===== src/rtl/clock_time_setter.sv =====
// Push-button time/date editor: debounces mode/next/inc, edits BCD shadow copies of the
// live clock and calendar, and loads them back into the counters with a one-cycle strobe.
module clock_time_setter #(
  parameter int DEBOUNCE_CYCLES = 500000,
  parameter int BLINK_DIV       = 12500000
) (
  input  logic       clk,
  input  logic       rst_n,
  input  logic       btn_mode,
  input  logic       btn_next,
  input  logic       btn_inc,
  input  logic [7:0] cur_hour,
  input  logic [7:0] cur_min,
  input  logic [7:0] cur_sec,
  input  logic [7:0] cur_year,
  input  logic [7:0] cur_mon,
  input  logic [7:0] cur_day,
  output logic [7:0] set_hour,
  output logic [7:0] set_min,
  output logic [7:0] set_sec,
  output logic [7:0] set_year,
  output logic [7:0] set_mon,
  output logic [7:0] set_day,
  output logic       load_time,
  output logic       load_date,
  output logic       editing,
  output logic [2:0] field_sel,
  output logic       blink
);

  localparam int DB_W = $clog2(DEBOUNCE_CYCLES) + 1;
  localparam int BL_W = $clog2(BLINK_DIV) + 1;
  localparam logic [DB_W-1:0] DB_LAST = DB_W'(DEBOUNCE_CYCLES - 1);
  localparam logic [BL_W-1:0] BL_LAST = BL_W'(BLINK_DIV - 1);

  typedef enum logic [2:0] {
    RUN    = 3'd0,
    E_HOUR = 3'd1,
    E_MIN  = 3'd2,
    E_SEC  = 3'd3,
    E_YEAR = 3'd4,
    E_MON  = 3'd5,
    E_DAY  = 3'd6,
    COMMIT = 3'd7
  } state_t;

  // BCD +1 with wrap once the value reaches its top
  function automatic logic [7:0] bcd_inc(input logic [7:0] v, input logic [7:0] top,
                                         input logic [7:0] wrap);
    logic [7:0] r;
    if (v >= top) r = wrap;
    else if (v[3:0] == 4'd9) r = {v[7:4] + 4'd1, 4'd0};
    else r = v + 8'd1;
    return r;
  endfunction

  // Binary year mod 4 equals (2*tens + ones) mod 4, so only a few BCD bits matter
  function automatic logic [7:0] max_day(input logic [7:0] year, input logic [7:0] mon);
    logic [1:0] yr_mod4;
    logic [7:0] r;
    yr_mod4 = {year[4], 1'b0} + year[1:0];
    case (mon)
      8'h02:                      r = (yr_mod4 == 2'd0) ? 8'h29 : 8'h28;
      8'h04, 8'h06, 8'h09, 8'h11: r = 8'h30;
      default:                    r = 8'h31;
    endcase
    return r;
  endfunction

  logic [2:0]      btn_raw_s, sync1_r, sync2_r, db_r, db_d_r, pulse_s;
  logic [DB_W-1:0] db_cnt_r [3];
  logic            mode_s, next_s, inc_s;

  state_t          state_r, state_nxt_s;
  logic [2:0]      field_sel_r, field_sel_nxt_s;
  logic            editing_r, editing_nxt_s, load_r, load_nxt_s;
  logic [BL_W-1:0] blink_cnt_r;
  logic            blink_r;

  logic [7:0]      hour_r, min_r, sec_r, year_r, mon_r, day_r, max_day_s;
  logic            clamp_pend_r;

  assign btn_raw_s = {btn_inc, btn_next, btn_mode};

  // Synchronize each button, then accept a level only after it has held still long enough
  always_ff @(posedge clk or negedge rst_n) begin
    if (!rst_n) begin
      sync1_r <= 3'b000;
      sync2_r <= 3'b000;
      db_r    <= 3'b000;
      db_d_r  <= 3'b000;
      for (int i = 0; i < 3; i++) db_cnt_r[i] <= '0;
    end else begin
      sync1_r <= btn_raw_s;
      sync2_r <= sync1_r;
      db_d_r  <= db_r;
      for (int i = 0; i < 3; i++) begin
        if (sync2_r[i] == db_r[i]) begin
          db_cnt_r[i] <= '0;
        end else if (db_cnt_r[i] == DB_LAST) begin
          db_r[i]     <= sync2_r[i];
          db_cnt_r[i] <= '0;
        end else begin
          db_cnt_r[i] <= db_cnt_r[i] + DB_W'(1);
        end
      end
    end
  end

  assign pulse_s = db_r & ~db_d_r;
  assign mode_s  = pulse_s[0];
  assign next_s  = pulse_s[1] & ~pulse_s[0];
  assign inc_s   = pulse_s[2] & ~pulse_s[1] & ~pulse_s[0];

  // State register plus registered copies of the state-decoded outputs
  always_ff @(posedge clk or negedge rst_n) begin
    if (!rst_n) begin
      state_r     <= RUN;
      field_sel_r <= 3'd0;
      editing_r   <= 1'b0;
      load_r      <= 1'b0;
    end else begin
      state_r     <= state_nxt_s;
      field_sel_r <= field_sel_nxt_s;
      editing_r   <= editing_nxt_s;
      load_r      <= load_nxt_s;
    end
  end

  // Next-state logic; mode outranks next, which outranks inc
  always_comb begin
    state_nxt_s = state_r;
    case (state_r)
      RUN:    if (mode_s) state_nxt_s = E_HOUR; else state_nxt_s = RUN;
      E_HOUR, E_MIN, E_SEC, E_YEAR, E_MON: begin
        if (mode_s) state_nxt_s = COMMIT;
        else if (next_s) state_nxt_s = state_t'(state_r + 3'd1);
        else state_nxt_s = state_r;
      end
      E_DAY: begin
        if (mode_s) state_nxt_s = COMMIT;
        else if (next_s) state_nxt_s = E_HOUR;
        else state_nxt_s = E_DAY;
      end
      COMMIT: state_nxt_s = RUN;
      default: state_nxt_s = RUN;
    endcase
  end

  // Output decode from the upcoming state so the registered outputs line up with state_r
  always_comb begin
    field_sel_nxt_s = 3'd0;
    case (state_nxt_s)
      E_HOUR:  field_sel_nxt_s = 3'd1;
      E_MIN:   field_sel_nxt_s = 3'd2;
      E_SEC:   field_sel_nxt_s = 3'd3;
      E_YEAR:  field_sel_nxt_s = 3'd4;
      E_MON:   field_sel_nxt_s = 3'd5;
      E_DAY:   field_sel_nxt_s = 3'd6;
      default: field_sel_nxt_s = 3'd0;
    endcase
    editing_nxt_s = (field_sel_nxt_s != 3'd0);
    load_nxt_s    = (state_nxt_s == COMMIT);
  end

  // Blink phase restarts only when editing begins; field changes keep the running phase
  always_ff @(posedge clk or negedge rst_n) begin
    if (!rst_n) begin
      blink_cnt_r <= '0;
      blink_r     <= 1'b0;
    end else if (!editing_nxt_s || !editing_r) begin
      blink_cnt_r <= '0;
      blink_r     <= 1'b0;
    end else if (blink_cnt_r == BL_LAST) begin
      blink_cnt_r <= '0;
      blink_r     <= ~blink_r;
    end else begin
      blink_cnt_r <= blink_cnt_r + BL_W'(1);
    end
  end

  assign max_day_s = max_day(year_r, mon_r);

  // Shadow registers: snapshot on edit entry, BCD increments, day clamp one cycle after mon/year move
  always_ff @(posedge clk or negedge rst_n) begin
    if (!rst_n) begin
      hour_r       <= 8'h00;
      min_r        <= 8'h00;
      sec_r        <= 8'h00;
      year_r       <= 8'h00;
      mon_r        <= 8'h01;
      day_r        <= 8'h01;
      clamp_pend_r <= 1'b0;
    end else begin
      clamp_pend_r <= 1'b0;
      if (clamp_pend_r && (day_r > max_day_s)) day_r <= max_day_s;
      if ((state_r == RUN) && mode_s) begin
        hour_r <= cur_hour;
        min_r  <= cur_min;
        sec_r  <= cur_sec;
        year_r <= cur_year;
        mon_r  <= cur_mon;
        day_r  <= cur_day;
      end else if (inc_s) begin
        case (state_r)
          E_HOUR: hour_r <= bcd_inc(hour_r, 8'h23, 8'h00);
          E_MIN:  min_r  <= bcd_inc(min_r, 8'h59, 8'h00);
          E_SEC:  sec_r  <= bcd_inc(sec_r, 8'h59, 8'h00);
          E_YEAR: begin
            year_r       <= bcd_inc(year_r, 8'h99, 8'h00);
            clamp_pend_r <= 1'b1;
          end
          E_MON: begin
            mon_r        <= bcd_inc(mon_r, 8'h12, 8'h01);
            clamp_pend_r <= 1'b1;
          end
          E_DAY:  day_r  <= bcd_inc(day_r, max_day_s, 8'h01);
          default: hour_r <= hour_r;
        endcase
      end else begin
        hour_r <= hour_r;
      end
    end
  end

  assign set_hour  = hour_r;
  assign set_min   = min_r;
  assign set_sec   = sec_r;
  assign set_year  = year_r;
  assign set_mon   = mon_r;
  assign set_day   = day_r;
  assign load_time = load_r;
  assign load_date = load_r;
  assign editing   = editing_r;
  assign field_sel = field_sel_r;
  assign blink     = blink_r;

endmodule


===== config.mk =====
export PLATFORM = sky130hd
export DESIGN_NAME = clock_time_setter
export DESIGN_NICKNAME = d
export VERILOG_FILES = /design/src/rtl/clock_time_setter.sv
export SDC_FILE = /design/constraint.sdc
export NUM_CORES = 1
export LEC_CHECK = 0
export ABC_AREA = 1
export CORE_ASPECT_RATIO = 0.7
export CORE_MARGIN = 2
export CORE_UTILIZATION = 51
export DETAILED_ROUTE_END_ITERATION = 8
export MAX_ROUTING_LAYER = met4
export PLACE_DENSITY_LB_ADDON = 0.2
export SLEW_MARGIN = 10
export SYNTH_ARGS = -nofsm -noshare
export SYNTH_HDL_FRONTEND = slang
export SYNTH_SLANG_ARGS = --single-unit
export TNS_END_PERCENT = 1

===== constraint.sdc =====
create_clock -name clk -period 2 [get_ports clk]
set_input_delay 0.5 -clock clk [delete_from_list [all_inputs] [get_ports clk]]
set_output_delay 0.5 -clock clk [all_outputs]
set_load 0.01 [all_outputs]

==> impl_metrics.py <==
metrics = {
    "synth": {
        "synthSimpleGateAreaFrac_pct": 33.7,
        "async_reset_ff_share_pct": 100,
        "ys_ff_latch": 155,
        "synth_top_family_by_area": "simple AND/OR/NAND/NOR gates",
        "synth_edf_count": 0,
        "syn_avg_cell_area_um2": 7.65,
        "synth_nets": 1291,
        "yosys-top-cells-area": "dfrtp_1 (41%), nand2_1 (11%), nor2_1 (6.2%)",
        "netlist_instances": 1209,
        "synth.area.mux_share_pct": 0.122,
        "synth_top_area_share_pct": 41.4,
        "synth-xor-area-share_pct": 3.88,
        "yosys_warnings": 0,
        "yosysSeqAreaShare_pct": 42.0,
        "synth_compound_area_share_pct": 8.94,
        "yosysTopAreaCell": "dfrtp_1",
        "synth.distinct_cells": 51,
        "synth_fa_ha_area_share_pct": 3.92,
        "synth_flop_cell": "dfrtp_1",
        "synth_area_mm2": 0.00925,
    },
    "floorplanning": {
        "core_mm2": 0.0179,
        "die-area_mm2": 0.0192,
        "die_y_um": 117,
        "ios": 108,
        "die_w_um": 165,
        "num_rows": 41,
        "start_util_pct": 51.7,
    },
    "cts": {
        "clkTransAtPathRegs_ns": 0.06,
        "cts_tree": "built",
        "clk_latency_ns": 0.42,
        "numCtsBuffers": 17,
        "cts_sinks": 155,
        "clockBufferDepth": 2,
        "root_buffer": "clkbuf_16",
        "ctsHtreeMaxLevel": 4,
    },
    "routing": {
        "vias_per_cell": 5.35,
        "drt_iter0_markers": 803,
        "wl_per_cell_um": 15.0,
        "via_count": 8708,
        "firstDrtPassIters": 8,
        "route.detailed.drc": 0,
        "postRouteWirelength_um": 24400,
        "ant_nets": 0,
    },
    "setup_path": {
        "cp_max_fo": 6,
        "worst_setup_path_end_kind": "register",
        "crit_path_max_incr_delay_ns": 0.39,
        "crit_top_cell": "nand2_2",
        "crit_buf_inv": 3,
        "slowest_stage": "dfrtp_1",
        "path_cells": "inv_2, ha_4, nor3b_4, nand2_4, nor2_4, nor2_4, ha_4, nand2_2, inv_2, nand3_4, nand3_4, inv_2, nand2_2, a21oi_2, nand2_2, nand2_2",
        "worstPathArrival_ns": 2.69,
        "path_class": "register to register",
        "critPathLaunchType": "register",
        "cp.required_ns": 2.36,
        "cp_top_family": "simple AND/OR/NAND/NOR gates",
    },
    "timing": {
        "hold_violations": 0,
        "period_share_pct": 116,
        "skew_ns": 0.00503,
        "final.min_clock_period_ns": 2.33,
        "report.final.setup_viol": 9,
        "worst_slew_pin_slew_ns": 0.513,
        "setup_slack_ns": -0.328,
        "fmax_ghz": 0.430,
        "relSlewSlack_pct": 65.8,
        "drv_slew": 0,
        "hold-worst-slack_ns": 0.353,
        "setup_tns_ns": -2.03,
        "grt_setup_unrepaired": "true",
    },
    "final_layout": {
        "nets": 1462,
        "area_growth_pct": 27.5,
        "drive_gt1_share_pct": 14.1,
        "final_util_pct": 65.9,
        "diodes": 0,
    },
    "global_route": {
        "grt_pass1_vias": 8070,
        "grt_overflow": 0,
        "grt_pass1_wl_um": 39500,
        "antenna_found_initial": 0,
        "grt_max_degree": 56,
        "grt_use_total_pct": 26.8,
    },
    "power": {
        "vdd_drop_max_mv": 0.474,
        "powerDensity_mw_per_mm2": 557,
        "p_leak_uw": 0.00545,
    },
    "worst_hold_path": {
        "hp-class": "register to register",
    },
    "run_status": {
        "outcome": "finished, violations left",
        "violations": "negative setup slack",
    },
    "placed_design": {
        "port_buffers": 107,
        "hpwl_um": 17900,
        "place_congestion": 0.932,
    },
    "job": {
        "maxCapViolations": 0,
    },
}
## worst register-to-register path: cells and delay by family (launching register included)
kind                       cells  cell delay (ns)
buffers and inverters          3             0.24
AOI/OAI and AO/OA              1             0.17
and+or+nand+nor               10             1.09
adders and majority gates      2             0.38
DFF                            1             0.39
## placed cells by master (no fill, tap or decap), drive strengths merged, types with 21 or more instances in the layout
| cell | synthesis | final |
|---|---|---|
| nor2 | 178 | 178 |
| dfrtp | 153 | 153 |
| xor2 | 37 | 37 |
| buf | 14 | 61 |
| nand2 | 281 | 281 |
| a21oi | 43 | 43 |
| clkdlybuf4s50 | 0 | 98 |
| o21ai | 52 | 52 |
| inv | 153 | 155 |
| clkbuf | 2 | 21 |
| nand3 | 95 | 95 |
| ha | 29 | 29 |
| nand4 | 38 | 38 |
| nor3 | 51 | 51 |
## cells by family after synthesis
logic type,count (synthesis)
multiplexers,1
AO/OA/AOI/OAI,136
adder cells (fa/ha/maj),29
flip-flops,155
XOR/XNOR,41
buffers and inverters,170
AND/OR/NAND/NOR,677
## synthesized netlist by cell type (9+ instances only)
cell / count
ha_1: 29
dfrtp_1: 153
o211ai_1: 11
inv_1: 148
nor3_1: 48
nand2_1: 272
nor4_1: 9
a21oi_1: 41
a22oi_1: 10
xor2_1: 37
nand3_1: 90
nor2_1: 152
nand4_1: 37
o21ai_0: 48
nor2_2: 21
## layout make-up
type	instances	area, um2
Tap cell	236	295
Timing Repair Buffer	168	1610
Fill cell	1507	6110
Inverter	154	578
Multi-Input combinational cell	884	4860
Clock buffer	21	440
Sequential cell	155	3890
Clock inverter	10	119
## metal layers
| layer | vias up | routed length (um) | global-route usage, % |
|---|---|---|---|
| met5 | - | 0 | - |
| met4 | 0 | 303 | 5.57 |
| met3 | 28 | 1600 | 5.43 |
| met2 | 267 | 10500 | 39.8 |
| met1 | 4093 | 12000 | 38.2 |
| li1 | 4320 | - | - |
## where the power goes
group          leakage, uW  total, uW  internal (uW)  switching [uW]
logic              0.00329        266            134             133
registers          0.00190       3180           3160            19.5
clock network     0.000264       3130           1830            1290
total              0.00545       6570           5130            1440
## what timing repair did
action                                  4_1_cts  5_1_grt
hold endpoints to repair                     25        0
endpoints found under the setup margin       21       56
pin swaps                                     1       16
resized for setup                            13       33
hold buffers                                  1        0
setup buffers                                 3        6
## sequential cells by signal, summed over array words and instances, names as in the netlist, 3 cells and up
name         count
db_d_r           3
set_year         8
db_r             3
set_min          8
sync2_r          3
sync1_r          3
state_r          3
set_sec          8
blink_cnt_r     25
db_cnt_r        60
set_mon          8
field_sel        3
set_hour         8
set_day          8
## worst paths after layout
path                       startpoint          end  slack [ns]  depth (start not counted)
setup / recovery           set_mon[5]   set_day[3]       -0.33                         16
hold / removal             sync1_r[2]   sync2_r[2]        0.35                          0
setup reg to reg           set_mon[5]   set_day[3]       -0.33                         16
hold reg to reg            sync1_r[2]   sync2_r[2]        0.35                          0
max in group asynchronous       rst_n  set_hour[0]        0.86                          3
min in group asynchronous       rst_n   set_day[6]        0.54                          2
## metrics by stage
step                cells  power (uW)  area, um2  setup slack [ns]
finish               1628        6570      11800            -0.328
floorplan            1209        3290       9330           -0.0518
CTS                  1622        6640      11600            -0.256
global placement     1587        3500      11000           -0.0854
detailed placement   1587        3500      11000            -0.146
global route         1628        6800      11800            -0.427
No activity file was read; power rests on OpenSTA's default activity.
